`config.mk`:
```
export PLATFORM = sky130hd
export DESIGN_NAME = imm_encoder
export DESIGN_NICKNAME = d
export VERILOG_FILES = /design/src/rtl/imm_encoder.sv
export SDC_FILE = /design/constraint.sdc
export NUM_CORES = 1
export LEC_CHECK = 0
export ABC_CLOCK_PERIOD_IN_PS = 6600
export CAP_MARGIN = 30
export CELL_PAD_IN_SITES_DETAIL_PLACEMENT = 1
export CELL_PAD_IN_SITES_GLOBAL_PLACEMENT = 2
export CORE_UTILIZATION = 24
export CTS_BUF_LIST = sky130_fd_sc_hd__clkbuf_16
export CTS_CLUSTER_DIAMETER = 50
export DETAILED_ROUTE_END_ITERATION = 16
export PLACE_DENSITY_LB_ADDON = 0.1
export SYNTH_ARGS = -nofsm -noshare
export SYNTH_HDL_FRONTEND = slang
export SYNTH_SLANG_ARGS = --single-unit
```
`constraint.sdc`:
```
create_clock -name clk -period 6.6 [get_ports clk]
set_clock_uncertainty 0.1 [all_clocks]
set_input_delay 1.32 -clock clk [delete_from_list [all_inputs] [get_ports clk]]
set_output_delay 1.32 -clock clk [all_outputs]
set_load 0.05 [all_outputs]
```
`src/rtl/imm_encoder.sv`:
```
// imm_encoder: splits a 32-bit constant into the shortest sequence of
// (imm16, extop) words that the immediate extender rebuilds exactly.
// Latency 1 cycle from accept to first word. Output words hold while
// out_ready is low; in_ready is withdrawn until the last word transfers.
//
// Ports:
//   clk, rst              single clock, synchronous active-high reset
//   in_valid/in_ready     input handshake, in_data sampled on accept
//   in_data[31:0]         constant to encode
//   out_valid/out_ready   output handshake
//   out_imm16, out_extop  immediate field and extension op
//   out_last              final word of the current constant
//   out_two               word belongs to a lui+ori pair
//   stat_one, stat_two    one-/two-word encoding counters
//
// Build option: define IMM_ENC_STATS_EN to generate the statistics
// counters; otherwise stat_one/stat_two are constant zero.

`ifndef EXT_SIGN
`define EXT_SIGN 2'b00
`endif
`ifndef EXT_ZERO
`define EXT_ZERO 2'b01
`endif
`ifndef EXT_LUI
`define EXT_LUI 2'b10
`endif

module imm_encoder #(
  parameter int STAT_W = 16
) (
  input  logic              clk,
  input  logic              rst,
  input  logic              in_valid,
  output logic              in_ready,
  input  logic [31:0]       in_data,
  output logic              out_valid,
  input  logic              out_ready,
  output logic [15:0]       out_imm16,
  output logic [1:0]        out_extop,
  output logic              out_last,
  output logic              out_two,
  output logic [STAT_W-1:0] stat_one,
  output logic [STAT_W-1:0] stat_two
);

  typedef enum logic [1:0] {
    IDLE  = 2'd0,
    WORD1 = 2'd1,
    WORD2 = 2'd2
  } state_e;

  // Registered FSM state and output word.
  state_e      state_q;
  logic        out_valid_q;
  logic [15:0] imm_q;
  logic [1:0]  op_q;
  logic        last_q;
  logic        two_q;
  // Low half of a two-word constant, held until word 2 is presented.
  logic [15:0] lo_q;

  // First-word encoding of the constant currently on in_data.
  logic [15:0] acc_imm_d;
  logic [1:0]  acc_op_d;
  logic        acc_two_d;

  logic accept;
  logic xfer;

  assign xfer   = out_valid_q && out_ready;
  assign accept = in_valid && in_ready;

  // A new constant may enter as soon as the final word of the previous one
  // is leaving, which gives one word per cycle for single-word constants.
  always_comb begin
    in_ready = 1'b0;
    case (state_q)
      IDLE:    in_ready = 1'b1;
      WORD1:   in_ready = last_q && out_ready;
      WORD2:   in_ready = out_ready;
      default: in_ready = 1'b0;
    endcase
  end

  // Classification, first match wins. A sign-extendable value is checked
  // first so that overlaps (e.g. 0x0000_0000, 0x0000_7FFF) choose SIGN.
  always_comb begin
    acc_imm_d = in_data[15:0];
    acc_op_d  = `EXT_SIGN;
    acc_two_d = 1'b0;
    if (in_data[31:15] == {17{in_data[31]}}) begin
      acc_imm_d = in_data[15:0];
      acc_op_d  = `EXT_SIGN;
    end else if (in_data[31:16] == 16'h0000) begin
      acc_imm_d = in_data[15:0];
      acc_op_d  = `EXT_ZERO;
    end else if (in_data[15:0] == 16'h0000) begin
      acc_imm_d = in_data[31:16];
      acc_op_d  = `EXT_LUI;
    end else begin
      // lui of the high half; the zero-extended low half is ORed on later.
      acc_imm_d = in_data[31:16];
      acc_op_d  = `EXT_LUI;
      acc_two_d = 1'b1;
    end
  end

  // FSM with registered outputs. An accept can only coincide with the
  // transfer of a final word, so it takes priority over the drain-to-IDLE
  // branch and the sequencer never drops a bubble between constants.
  always_ff @(posedge clk) begin
    if (rst) begin
      state_q     <= IDLE;
      out_valid_q <= 1'b0;
      imm_q       <= 16'h0000;
      op_q        <= `EXT_SIGN;
      last_q      <= 1'b0;
      two_q       <= 1'b0;
      lo_q        <= 16'h0000;
    end else if (accept) begin
      state_q     <= WORD1;
      out_valid_q <= 1'b1;
      imm_q       <= acc_imm_d;
      op_q        <= acc_op_d;
      last_q      <= !acc_two_d;
      two_q       <= acc_two_d;
      lo_q        <= in_data[15:0];
    end else if (state_q == WORD1 && xfer && !last_q) begin
      state_q     <= WORD2;
      out_valid_q <= 1'b1;
      imm_q       <= lo_q;
      op_q        <= `EXT_ZERO;
      last_q      <= 1'b1;
      two_q       <= 1'b1;
    end else if (xfer) begin
      // Final word left with nothing new behind it; field values are kept
      // but no longer qualified.
      state_q     <= IDLE;
      out_valid_q <= 1'b0;
    end
  end

  assign out_valid = out_valid_q;
  assign out_imm16 = imm_q;
  assign out_extop = op_q;
  assign out_last  = last_q;
  assign out_two   = two_q;

`ifdef IMM_ENC_STATS_EN
  logic [STAT_W-1:0] stat_one_q;
  logic [STAT_W-1:0] stat_two_q;

  // Counted at accept time, so a constant aborted by reset mid-sequence is
  // still counted (and then cleared by that same reset).
  always_ff @(posedge clk) begin
    if (rst) begin
      stat_one_q <= '0;
      stat_two_q <= '0;
    end else if (accept) begin
      if (acc_two_d) begin
        stat_two_q <= stat_two_q + 1'b1;
      end else begin
        stat_one_q <= stat_one_q + 1'b1;
      end
    end
  end

  assign stat_one = stat_one_q;
  assign stat_two = stat_two_q;
`else
  assign stat_one = '0;
  assign stat_two = '0;
`endif

endmodule

```
# ---- Yosys cells after proc, flatten, opt, wreduce, memory -nomap -nowiden
# Cells that the tools add are included.
dict set report totals {
  ff_bits 39
  inputBits 36
  out_inout_bits 54
  elab_cells 46
}
dict set report op_classes {
  n_eq_ne 3
  muxes 21
  n_reduce_logical 14
}
# op n
set op_table {}
lappend op_table {{two-way mux 16 bit} 4}
lappend op_table {{logical NOT 16 bit} 2}
lappend op_table {{equality test 16 bit} 1}
lappend op_table {{two-way mux 2 bit} 6}
lappend op_table {{two-way mux 1 bit} 10}
lappend op_table {{logical AND 1 bit} 5}
lappend op_table {{nonzero test 2 bit} 2}
lappend op_table {{one-hot mux 1 bit (3 select lines)} 1}
lappend op_table {{nonzero test 3 bit} 1}
lappend op_table {{equality test 2 x 1 -> 1 bit (second input constant)} 1}
lappend op_table {{equality test 2 bit (second input constant)} 1}
lappend op_table {{logical NOT 1 bit} 2}
lappend op_table {{logical NOT 2 bit} 1}
lappend op_table {{OR reduction 2 bit} 1}

# ---- Longest topological paths before layout
dict set report logic_depth {
  ltp_word 6
  ltp_mapped 8
  ltp_nobuf 6
}

# ---- Least setup slack after synthesis
# Ideal clock, no wire load.
dict set report synth_timing {
  kind {input port to output port}
  from {in out_ready}
  to {out in_ready}
  arrival_time_ps 2168
  t_required_ps 5180
  path_slack_ps 3012
  stages 2
  path_buffers 0
  path_cell_list {nor2b_1 -> o21ai_1}
}
dict set report synth_via {
  elab_chain_len 2
}
# element line
set synth_lines {}
lappend synth_lines {{start: declaration} 38} ;# input logic out_ready,
lappend synth_lines {{logical AND 1 bit} 80} ;# WORD1: in_ready = last_q && out_ready;
lappend synth_lines {{one-hot mux 1 bit (3 select lines) *} 78} ;# case (state_q)
lappend synth_lines {{end: declaration} 35} ;# output logic in_ready,
# Mark *: on every way between the ends. The rest lies on a longest branch, timed or not.

# ---- Worst setup path after layout
# Ends and elaborated chain as after synthesis.

==> out/results.tsv <==
stage	metric	value	unit
run_status	status	complete, no violations	
synth	Top FF cell, synth	dfxtp_1	
layout	Final Instance Area	0.00276	mm2
placed_design	DP Wirelength	4.61	mm
floorplanning	row count	33	
cts	CTS hold repair buffers	0	
drt	DRC	0	
drt	routed vias/inst	4.64	
layout	layout cells sized above 1	5.48	%
setup_path	R2R Path Start	state_q[1]	
cts	CTS tree	done	
pwr	Leak	1.02	nW
synth	register area share after synthesis	38.2	%
floorplanning	die area	0.00889	mm2
cts	Clock Path Buffers	2	
sta	worst-margin pin slew	0.938	ns
synth	post-synthesis cell type count	40	
floorplanning	I/O pin count	90	
cts	# H-tree levels	2	
global_routing	largest net degree at the start of global routing	26	
placed_design	Place WS	2.09	ns
cts	Root Driver	clkbuf_16	
floorplanning	Initial Util	24.9	%
sta	Rel. slew slack	37.3	%
hold_path	worst min-delay path startpoint	lo_q[6]	
synth	Post-synth EDFFs	0	
drt	Detail Route Antenna Nets	0	
cts	Post-CTS Setup Inserts	0	
placed_design	placed cell areas	0.00256	mm2
global_routing	first-pass GRT wire length	10.4	mm
hold_path	Min-Delay Endpoint	lo_q[6]	
global_routing	vias in the first global route	1930	
global_routing	initial antenna violation count	0	
drt	detailed-route via count	1926	
cts	CTS resizes	0	
global_routing	Tot GR Track Use	15.9	%
cts	CTS sink cnt	39	
synth	asr flop ratio synth	0	%
layout	Fill cells	986	
pwr	PwrDens	274	mW/mm2
sta	Hold Violations, Final	0	
drt	DRT Pass-1 Iters	4	
setup_path	Setup CP Type	in -> out	
sta	Hold WS	0.358	ns
floorplanning	Die Wd	94.3	um
setup_path	data required time at the worst endpoint	5.18	ns
setup_path	Data arrival, critical path	3.06	ns
cts	Worst-Skew Late Latency	0.28	ns
sta	Worst Setup Slack, final	2.12	ns
layout	Post-Route Utilization	33.5	%
cts	CTS buffer count	5	
drt	1st-iter DRT viols	49	
hold_path	Hold Path Depth	2	
layout	synthesis-to-finish area growth	34.9	%
layout	# nets final	346	
sta	Max Clock Freq	223	MHz
setup_path	R2R depth	5	
hold_path	Hold Crit Class	reg -> reg	
cts	clock-pin slew on the worst setup and hold paths	0.06	ns
pwr	Peak VDD IR	0.111	mV
setup_path	Setup crit end kind	output port	
setup_path	r2r setup slk	4.18	ns
sta	TNS Setup	0	ns
sta	Final Setup Violations	0	
sta	Period minus WS final	4.48	ns
synth	Post-Syn Area	0.00204	mm2
setup_path	critical path startpoint category	input pin	
drt	Routed WL	6.69	mm
layout	ANT cells	0	
placed_design	Port Buffer Count	57	
run	max-cap check violation count	0	
synth	synth warn	0	
setup_path	Max Fanout on Critical Path	5	
setup_path	capture point of the worst reg-to-reg path	out_imm16[13]	
sta	RSZ-0062 raised after global routing	no	
floorplanning	Die Span Y	94.3	um
floorplanning	core area	0.00822	mm2
sta	crit share post-route	67.9	%
global_routing	GRT overflow	0	
synth	Synth Instances	259	
sta	Pins Over Slew Limit	0	
synth	FF+latch count, synth	39	
synth	Mean Syn Cell Area	7.89	um2
drt	Avg WL per Cell	16.1	um
placed_design	gpl congestion	0.693	
-- cell usage after synthesis, types with 3 or more instances --
cell      number  area, um2
nand3_1        5       25.0
clkbuf_1      11       41.3
inv_1          3       11.3
nor2_1         6       22.5
nor4_1         4       25.0
nand4_1        5       31.3
a21oi_1       35        175
dfxtp_1       39        781
a221o_1       14        140
buf_4         33        248
nor3_1         4       20.0
nand2_1       68        255
-- critical path, cell delays in order --
cell and delay [ns]:
clkdlybuf4s50_1 0.54, nor2b_1 0.07, o21ai_1 0.27, clkdlybuf4s50_1 0.86
-- report_power, final --
| group | switching (W) | total (W) | internal (W) | leakage [nW] |
|---|---|---|---|---|
| combinational | 0.000124 | 0.000178 | 0.0000536 | 0.612 |
| sequential | 0.00000946 | 0.000262 | 0.000252 | 0.321 |
| clock | 0.000100 | 0.000317 | 0.000217 | 0.0900 |
-- state kept, by name, summed over array words and instances, names as in the netlist --
name and cells:
lo_q 16, out_extop 2, out_imm16 16, out_last 1
out_two 1, out_valid 1, state_q 2
-- worst max path at each step --
stage	startpoint	endpoint	slack (ns)	cells after the start
floorplan	out_ready	in_ready	3.01	2
global placement	out_ready	in_ready	2.13	4
detailed placement	out_ready	in_ready	2.09	4
CTS	out_ready	in_ready	2.09	4
global route	out_ready	in_ready	1.96	4
finish	out_ready	in_ready	2.12	4
-- metal layers --
metal / routed length, um / GRT usage, %
met3: 377 / 3.56
met5: 0 / 0
met2: 3120 / 26.4
met1: 3160 / 21.0
met4: 25 / 2.95
-- cell usage in the layout, fill, tap and decap left out, types with 2 or more instances in the layout --
cell / n
nand2_1: 68
clkdlybuf4s50_1: 57
dfxtp_1: 39
a21oi_1: 35
conb_1: 32
a221o_1: 14
nand4_1: 5
nand3_1: 5
nor2_1: 5
clkbuf_16: 5
nor3_1: 4
nor4_1: 4
inv_1: 3
or3_1: 2
nor4_2: 2
and3_1: 2
bufinv_16: 2
buf_4: 2
-- cell families (layout without fill, tap and decap cells) --
kind of cell | Yosys count | after routing | share of synthesized area (%)
and+or+nand+nor | 108 | 108 | 24.9
adders and majority gates | 1 | 1 | 0.612
DFF | 39 | 39 | 38.2
AOI/OAI and AO/OA | 60 | 60 | 20.1
other | 1 | 32 | 0.184
buffers and inverters | 50 | 70 | 16.0
-- final cells by class --
class                           instances  area [um2]  area share, %
Timing Repair Buffer                   59         586           21.2
Sequential cell                        39         781           28.3
Clock inverter                          3        67.6           2.45
Tap cell                              105         131           4.77
Multi-Input combinational cell        201        1050           38.3
Inverter                                3        11.3          0.409
Clock buffer                            5         125           4.54
-- through the flow --
step           cells  power [W]
3_5_place_dp     407   0.000446
2_1_floorplan    290   0.000398
4_1_cts          415   0.000768
3_3_place_gp     407   0.000445
5_1_grt          415   0.000790
6_report         415   0.000757
Note: power is estimated with default switching activity, not from simulation.
